==> src/rtl/alu_seq.sv <==
// ---------------------------------------------------------------------------
// alu_seq -- sequential, parametrised ALU with a valid/ready handshake.
//
// Operands and opcode are taken on an edge where in_valid && in_ready. Single
// cycle operations register their result on that same edge; MUL iterates a
// shift-add over WIDTH further edges. The result and flags are held until the
// consumer takes them with out_ready. A persistent carry flag (cf) feeds
// ADC, SBC and ROLA so multi-word arithmetic can be chained.
//
// Ports:
//   clk        rising-edge clock
//   rst        asynchronous, active-high reset
//   in_valid   operand/opcode presented
//   in_ready   block can accept this cycle
//   a, b       WIDTH-bit operands
//   opcode     4-bit operation select
//   out_valid  y and flags hold a valid result
//   out_ready  consumer accepts the result
//   y          registered result
//   z,c,n,v    registered zero/carry/negative/overflow flags
//   busy       high while a multiply is iterating
// ---------------------------------------------------------------------------
module alu_seq #(
  parameter int WIDTH = 8
) (
  input  logic             clk,
  input  logic             rst,
  input  logic             in_valid,
  output logic             in_ready,
  input  logic [WIDTH-1:0] a,
  input  logic [WIDTH-1:0] b,
  input  logic [3:0]       opcode,
  output logic             out_valid,
  input  logic             out_ready,
  output logic [WIDTH-1:0] y,
  output logic             z,
  output logic             c,
  output logic             n,
  output logic             v,
  output logic             busy
);

  localparam int MSB   = WIDTH - 1;
  localparam int CNT_W = (WIDTH > 2) ? $clog2(WIDTH) : 1;
  localparam logic [CNT_W-1:0] LAST_ITER = CNT_W'(WIDTH - 1);

  localparam logic [3:0] OP_TSFA = 4'b0000;
  localparam logic [3:0] OP_INCA = 4'b0001;
  localparam logic [3:0] OP_ADD  = 4'b0010;
  localparam logic [3:0] OP_SUB  = 4'b0011;
  localparam logic [3:0] OP_DECA = 4'b0100;
  localparam logic [3:0] OP_AND  = 4'b0101;
  localparam logic [3:0] OP_OR   = 4'b0110;
  localparam logic [3:0] OP_XOR  = 4'b0111;
  localparam logic [3:0] OP_COMA = 4'b1000;
  localparam logic [3:0] OP_SHRA = 4'b1001;
  localparam logic [3:0] OP_SHLA = 4'b1010;
  localparam logic [3:0] OP_ADC  = 4'b1011;
  localparam logic [3:0] OP_SBC  = 4'b1100;
  localparam logic [3:0] OP_MUL  = 4'b1101;
  localparam logic [3:0] OP_ROLA = 4'b1110;
  localparam logic [3:0] OP_RSVD = 4'b1111;

  typedef enum logic [1:0] {
    IDLE = 2'b00,
    MUL  = 2'b01,
    DONE = 2'b10
  } state_t;

  state_t state_reg;

  logic [WIDTH-1:0]   y_reg;
  logic               z_reg;
  logic               c_reg;
  logic               n_reg;
  logic               v_reg;

  // Multiplier datapath: the multiplicand walks left, the multiplier walks
  // right, and its LSB decides whether the multiplicand is accumulated.
  logic [2*WIDTH-1:0] mcand_reg;
  logic [WIDTH-1:0]   mplier_reg;
  logic [2*WIDTH-1:0] acc_reg;
  logic [CNT_W-1:0]   count_reg;
  logic [2*WIDTH-1:0] acc_next;

  // The carry flag output and the internal cf are the same bit: both are
  // updated exactly when a result enters DONE and are otherwise held.
  logic cf;
  assign cf = c_reg;

  // -------------------------------------------------------------------------
  // Handshake
  // -------------------------------------------------------------------------
  logic accept;

  assign in_ready  = (state_reg == IDLE) || ((state_reg == DONE) && out_ready);
  assign accept    = in_valid && in_ready;
  assign out_valid = (state_reg == DONE);
  assign busy      = (state_reg == MUL);

  assign y = y_reg;
  assign z = z_reg;
  assign c = c_reg;
  assign n = n_reg;
  assign v = v_reg;

  // -------------------------------------------------------------------------
  // Bitwise unit
  // -------------------------------------------------------------------------
  logic [WIDTH-1:0] and_bits;
  logic [WIDTH-1:0] or_bits;
  logic [WIDTH-1:0] xor_bits;
  logic [WIDTH-1:0] com_bits;

  generate
    for (genvar gi = 0; gi < WIDTH; gi++) begin : g_logic
      assign and_bits[gi] = a[gi] & b[gi];
      assign or_bits[gi]  = a[gi] | b[gi];
      assign xor_bits[gi] = a[gi] ^ b[gi];
      assign com_bits[gi] = ~a[gi];
    end
  endgenerate

  // -------------------------------------------------------------------------
  // Adder / subtractor, evaluated over WIDTH+1 bits so the carry or borrow
  // lands in bit WIDTH. For subtraction the full range a-b-1 >= -2^WIDTH
  // still fits, so bit WIDTH is the borrow.
  // -------------------------------------------------------------------------
  logic             add_cin;
  logic             sub_bin;
  logic [WIDTH:0]   sum_ext;
  logic [WIDTH:0]   diff_ext;
  logic             add_ovf;
  logic             sub_ovf;

  assign add_cin  = (opcode == OP_ADC) && cf;
  assign sub_bin  = (opcode == OP_SBC) && cf;
  assign sum_ext  = {1'b0, a} + {1'b0, b} + {{WIDTH{1'b0}}, add_cin};
  assign diff_ext = {1'b0, a} - {1'b0, b} - {{WIDTH{1'b0}}, sub_bin};
  assign add_ovf  = (a[MSB] == b[MSB]) && (sum_ext[MSB] != a[MSB]);
  assign sub_ovf  = (a[MSB] != b[MSB]) && (diff_ext[MSB] != a[MSB]);

  // -------------------------------------------------------------------------
  // Single-cycle result selection
  // -------------------------------------------------------------------------
  logic [WIDTH-1:0] alu_y;
  logic             alu_c;
  logic             alu_v;
  logic             alu_z;
  logic             alu_n;

  always_comb begin
    alu_y = '0;
    alu_c = 1'b0;
    alu_v = 1'b0;
    case (opcode)
      OP_TSFA: alu_y = a;
      OP_INCA: alu_y = a + 1'b1;
      OP_ADD: begin
        alu_y = sum_ext[WIDTH-1:0];
        alu_c = sum_ext[WIDTH];
        alu_v = add_ovf;
      end
      OP_SUB: begin
        alu_y = diff_ext[WIDTH-1:0];
        alu_c = diff_ext[WIDTH];
        alu_v = sub_ovf;
      end
      OP_DECA: alu_y = a - 1'b1;
      OP_AND:  alu_y = and_bits;
      OP_OR:   alu_y = or_bits;
      OP_XOR:  alu_y = xor_bits;
      OP_COMA: alu_y = com_bits;
      OP_SHRA: begin
        alu_y = {a[MSB], a[MSB:1]};
        alu_c = a[0];
      end
      OP_SHLA: begin
        alu_y = {a[MSB-1:0], 1'b0};
        alu_c = a[MSB];
      end
      OP_ADC: begin
        alu_y = sum_ext[WIDTH-1:0];
        alu_c = sum_ext[WIDTH];
        alu_v = add_ovf;
      end
      OP_SBC: begin
        alu_y = diff_ext[WIDTH-1:0];
        alu_c = diff_ext[WIDTH];
        alu_v = sub_ovf;
      end
      OP_MUL:  alu_y = '0;  // handled by the iterative path
      OP_ROLA: begin
        alu_y = {a[MSB-1:0], cf};
        alu_c = a[MSB];
      end
      OP_RSVD: alu_y = '0;
      default: alu_y = '0;
    endcase
  end

  assign alu_z = (alu_y == '0);
  assign alu_n = alu_y[MSB];

  // One shift-add step of the multiplier.
  assign acc_next = acc_reg + (mplier_reg[0] ? mcand_reg : '0);

  // -------------------------------------------------------------------------
  // Control FSM and result registers
  // -------------------------------------------------------------------------
  always_ff @(posedge clk or posedge rst) begin
    if (rst) begin
      state_reg  <= IDLE;
      y_reg      <= '0;
      z_reg      <= 1'b0;
      c_reg      <= 1'b0;
      n_reg      <= 1'b0;
      v_reg      <= 1'b0;
      mcand_reg  <= '0;
      mplier_reg <= '0;
      acc_reg    <= '0;
      count_reg  <= '0;
    end else begin
      case (state_reg)
        IDLE, DONE: begin
          if (accept) begin
            if (opcode == OP_MUL) begin
              // Operands are captured here; later changes on a/b/opcode
              // cannot reach the multiplier.
              mcand_reg  <= {{WIDTH{1'b0}}, a};
              mplier_reg <= b;
              acc_reg    <= '0;
              count_reg  <= '0;
              state_reg  <= MUL;
            end else begin
              // Back-to-back accept in DONE overwrites the consumed result
              // on this same edge, so no bubble appears.
              y_reg     <= alu_y;
              c_reg     <= alu_c;
              v_reg     <= alu_v;
              z_reg     <= alu_z;
              n_reg     <= alu_n;
              state_reg <= DONE;
            end
          end else if ((state_reg == DONE) && out_ready) begin
            state_reg <= IDLE;
          end
        end

        MUL: begin
          acc_reg    <= acc_next;
          mcand_reg  <= {mcand_reg[2*WIDTH-2:0], 1'b0};
          mplier_reg <= {1'b0, mplier_reg[WIDTH-1:1]};
          count_reg  <= count_reg + 1'b1;
          if (count_reg == LAST_ITER) begin
            // acc_next already holds the full 2*WIDTH-bit product.
            y_reg     <= acc_next[WIDTH-1:0];
            c_reg     <= |acc_next[2*WIDTH-1:WIDTH];
            v_reg     <= 1'b0;
            z_reg     <= (acc_next[WIDTH-1:0] == '0);
            n_reg     <= acc_next[WIDTH-1];
            state_reg <= DONE;
          end
        end

        default: state_reg <= IDLE;
      endcase
    end
  end

endmodule

==> config.mk <==
export PLATFORM = sky130hd
export DESIGN_NAME = alu_seq
export DESIGN_NICKNAME = d
export VERILOG_FILES = /design/src/rtl/alu_seq.sv
export SDC_FILE = /design/constraint.sdc
export NUM_CORES = 1
export LEC_CHECK = 0
export BUFFER_PORTS_ARGS = -buffer_cell sky130_fd_sc_hd__buf_2
export CAP_MARGIN = 10
export CELL_PAD_IN_SITES_DETAIL_PLACEMENT = 1
export CELL_PAD_IN_SITES_GLOBAL_PLACEMENT = 2
export CORE_ASPECT_RATIO = 0.5
export CORE_MARGIN = 8
export CORE_UTILIZATION = 38
export DETAILED_ROUTE_END_ITERATION = 12
export PLACE_DENSITY = 0.82
export SLEW_MARGIN = 20
export SYNTH_ARGS = -nofsm -noshare
export SYNTH_HDL_FRONTEND = slang
export SYNTH_SLANG_ARGS = --single-unit
==> constraint.sdc <==
create_clock -name clk -period 3.2 [get_ports clk]
set_input_delay 0.32 -clock clk [delete_from_list [all_inputs] [get_ports clk]]
set_output_delay 0.32 -clock clk [all_outputs]
set_load 0.02 [all_outputs]
==> run summary <==
Die Height -> 99.19 um
Root Buffer Master -> clkbuf_16
Internal -> 2.127 mW
HP Class -> in -> async
Critical Path Fanout Max -> 4
Final Critical Period -> 3.090 ns
Crit end category -> flop
Fin. max-slew vios -> 0
Comb power frac -> 53.4%
Io pins -> 39
Skew-Pair Late Insertion Delay -> 0.29 ns
All-Layer GR Usage -> 19.37%
P&R area growth vs syn -> 16.44%
Max-cap violations -> 0
# rows -> 30
Die Width -> 182.4 um
Top Family by Delay on Critical Path -> simple AND/OR/NAND/NOR gates
Pin count of the biggest net entering global routing -> 45
Setup ws final -> 0.1105 ns
Dpl cells -> 881
FFs w/ async S/R, synth -> 100.0%
GPL Wtd Cong -> 0.9035
DRT iter0 DRCs -> 304
Lkg Pwr -> 2.881 nW
Post-synthesis cell area -> 0.005259 mm2
Relative slew margins -> 52.66%
N_diodes -> 0
#FFs+latches synth -> 56
Reg power frac -> 31.8%
Post-synthesis xor/xnor area fraction -> 4.996%
Area contributors post-synth -> dfrtp_1 (27%), ha_1 (13%), nand2_1 (5.9%)
Vias in the first global route -> 5,260
FMAX -> 0.3237 GHz
Period utilisation layout -> 96.55%
Clock Skew -> 0.004540 ns
Reg clk slew, reported paths -> 0.07 ns
Status -> finished, final reports clean
Post-Layout Cell Count -> 890
Net switching power -> 1.645 mW
Clock share of power -> 14.8%
Drt drc -> 0
Number of synthesis warnings -> 0
Clock Sinks -> 56
Setup crit start kind -> flop
Final Hold Vio Count -> 0
Initial antenna violation count -> 0
Adder-Cell Fraction of Synth Area -> 14.89%
Number of setup violations in the final report -> 0
First-pass detailed-route iteration total -> 4
Post-DP Area -> 0.005958 mm2
Crit Path Category -> reg -> reg
Synth top area share -> 26.65%
CTS buffer count -> 5
Mux contribution to synthesized area -> 3.640%
Worst Path Required -> 3.44 ns
H-tree depth -> 2
Post-DR vias/cell -> 5.563
Crit-path cells -> nand4_1 -> fa_1 -> fa_1 -> nor2b_2 -> o31a_1 -> buf_4 -> o32ai_1 -> o22a_1 -> or4_4 -> nor3b_2 -> a21o_1
Commonest cells after routing, fill and taps aside -> nand2_1 (82), o21ai_0 (58), buf_4 (57)
Switch share -> 43.60%
Peak VDD IR -> 396.4 uV
Routed Antenna Nets -> 0
Initial core utilization -> 38.81%
Pre-CTS WS -> -0.08041 ns
RSZ-0062 raised after global routing -> true
Final WL -> 17,400 um
Number of buffers added on ports -> 38
FILL cells -> 1,649
Post-synthesis compound-gate area fraction -> 24.13%
Commonest non-fill, non-tap cell in the layout -> nand2_1
Critical path buffers and inverters -> 1
Slowest cell on crit path -> or4_4
Post-Synth Simple-Gate Area -> 19.91%
CP dominant cell by count -> fa_1
Largest family of logic cells by synthesized area -> compound AO/OA/AOI/OAI gates
DR vias -> 4,951
CTS Buffer Depth -> 2
Area leader, netlist -> dfrtp_1
Crit path arrival time -> 3.33 ns
Mean Syn Cell Area -> 8.374 um2
DIE AREA -> 0.01809 mm2
Design Area, Final -> 0.006123 mm2
Fin nets -> 780
PD cells -> 616.0 mW/mm2
Register area share after synthesis -> 26.65%
Routed WL per cell -> 19.55 um
Post-synthesis cell type count -> 71
Fraction of layout cells with a size suffix above 1 -> 17.34%
Max stage delay on crit path -> 0.49 ns
Number of synthesized flops with an enable pin -> 0
Overflow after GRT -> 0
Post-synthesis cell count -> 628
DP HPWL -> 13,660 um
CTS tree -> yes
Core Box Area -> 0.01355 mm2
Mapped Nets -> 711
Worst Max-Slew Pin Slew -> 0.7086 ns
First-pass GRT wire length -> 28,570 um
Most common flop cell mapped by yosys -> dfrtp_1
final cells by class:
class                           count  area [um2]  share of cell area [%]
Inverter                           35       131.4                   2.145
Clock buffer                        5       125.1                   2.043
Clock inverter                      3       22.52                  0.3678
Multi-Input combinational cell    503        3563                   58.19
Tap cell                          192       240.2                   3.923
Timing Repair Buffer               96       638.1                   10.42
Sequential cell                    56        1403                   22.91
timing repair:
item | 4_1_cts | 5_1_grt
buffers inserted | 0 | 1
pin swaps | 0 | 2
hold endpoints to repair | 0 | 0
hold buffers | 0 | 0
endpoints found under the setup margin | 1 | 4
resized for setup | 1 | 3
worst paths after layout:
kind / from / endpoint / slack, ns / depth (start not counted)
max: c / z / 0.11 / 11
min: rst / count_reg[0] / 0.04 / 2
max reg2reg: c / z / 0.11 / 11
min reg2reg: mplier_reg[5] / mplier_reg[4] / 0.50 / 2
max in group asynchronous: rst / c / 2.31 / 3
min in group clk: out_ready / state_reg[1] / 0.31 / 3
synthesized netlist by cell type, drive strengths merged, types with 7 or more instances:
master and instances:
o22ai 15, nor2 27, o21ai 61, nand2 82, xnor2 14, a21oi 26
and2 17, nor3 16, a21o 14, clkbuf 19, ha 53, nor2b 12
and3 11, o221ai 7, buf 15, xor2 16, inv 35, mux2i 18
dfrtp 56
kinds of logic after synthesis:
kind of cell | count (synthesis)
compound gates | 190
buf+inv | 69
fa+ha+maj | 59
simple gates | 205
mux | 19
flops | 56
xor+xnor | 30
worst register-to-register path, stage by stage (launching register included):
cell	delay (ns)
dfrtp_2	0.45
nand4_1	0.14
fa_1	0.43
fa_1	0.44
nor2b_2	0.16
o31a_1	0.23
buf_4	0.13
o32ai_1	0.07
o22a_1	0.22
or4_4	0.49
nor3b_2	0.16
a21o_1	0.12
metal layers:
layer	track usage [%]	share of wire [%]	vias up	routed length, um
met5	0	0	-	0
met4	3.006	0.60	0	104
met3	2.546	4.1	10	709
met2	32.03	47	84	8109
met1	27.03	49	2461	8477
li1	-	-	2396	-
power by group through the flow:
| stage | Clock [mW] | Sequential [mW] | Combinational [mW] |
|---|---|---|---|
| after floorplan | 0 | 1.19 | 1.37 |
| after CTS | 0.576 | 1.20 | 2.01 |
| after global placement | 0 | 1.20 | 1.93 |
| after global routing | 0.597 | 1.24 | 2.27 |
| final | 0.557 | 1.20 | 2.01 |
| after detailed placement | 0 | 1.22 | 1.98 |
through the flow:
stage / setup TNS [ns] / util (%) / total power [mW] / hold WS [ns]
after floorplan: 0 / - / 2.562 / 0.4368
after global placement: -0.1561 / 43.97 / 3.134 / 0.3566
after detailed placement: -0.2547 / 43.97 / 3.203 / 0.3653
after CTS: 0 / 45.07 / 3.791 / 0.04997
after global routing: -0.0006912 / 45.19 / 4.107 / 0.08315
final: 0 / 45.19 / 3.772 / 0.03626
No activity file was read; power rests on OpenSTA's default activity.
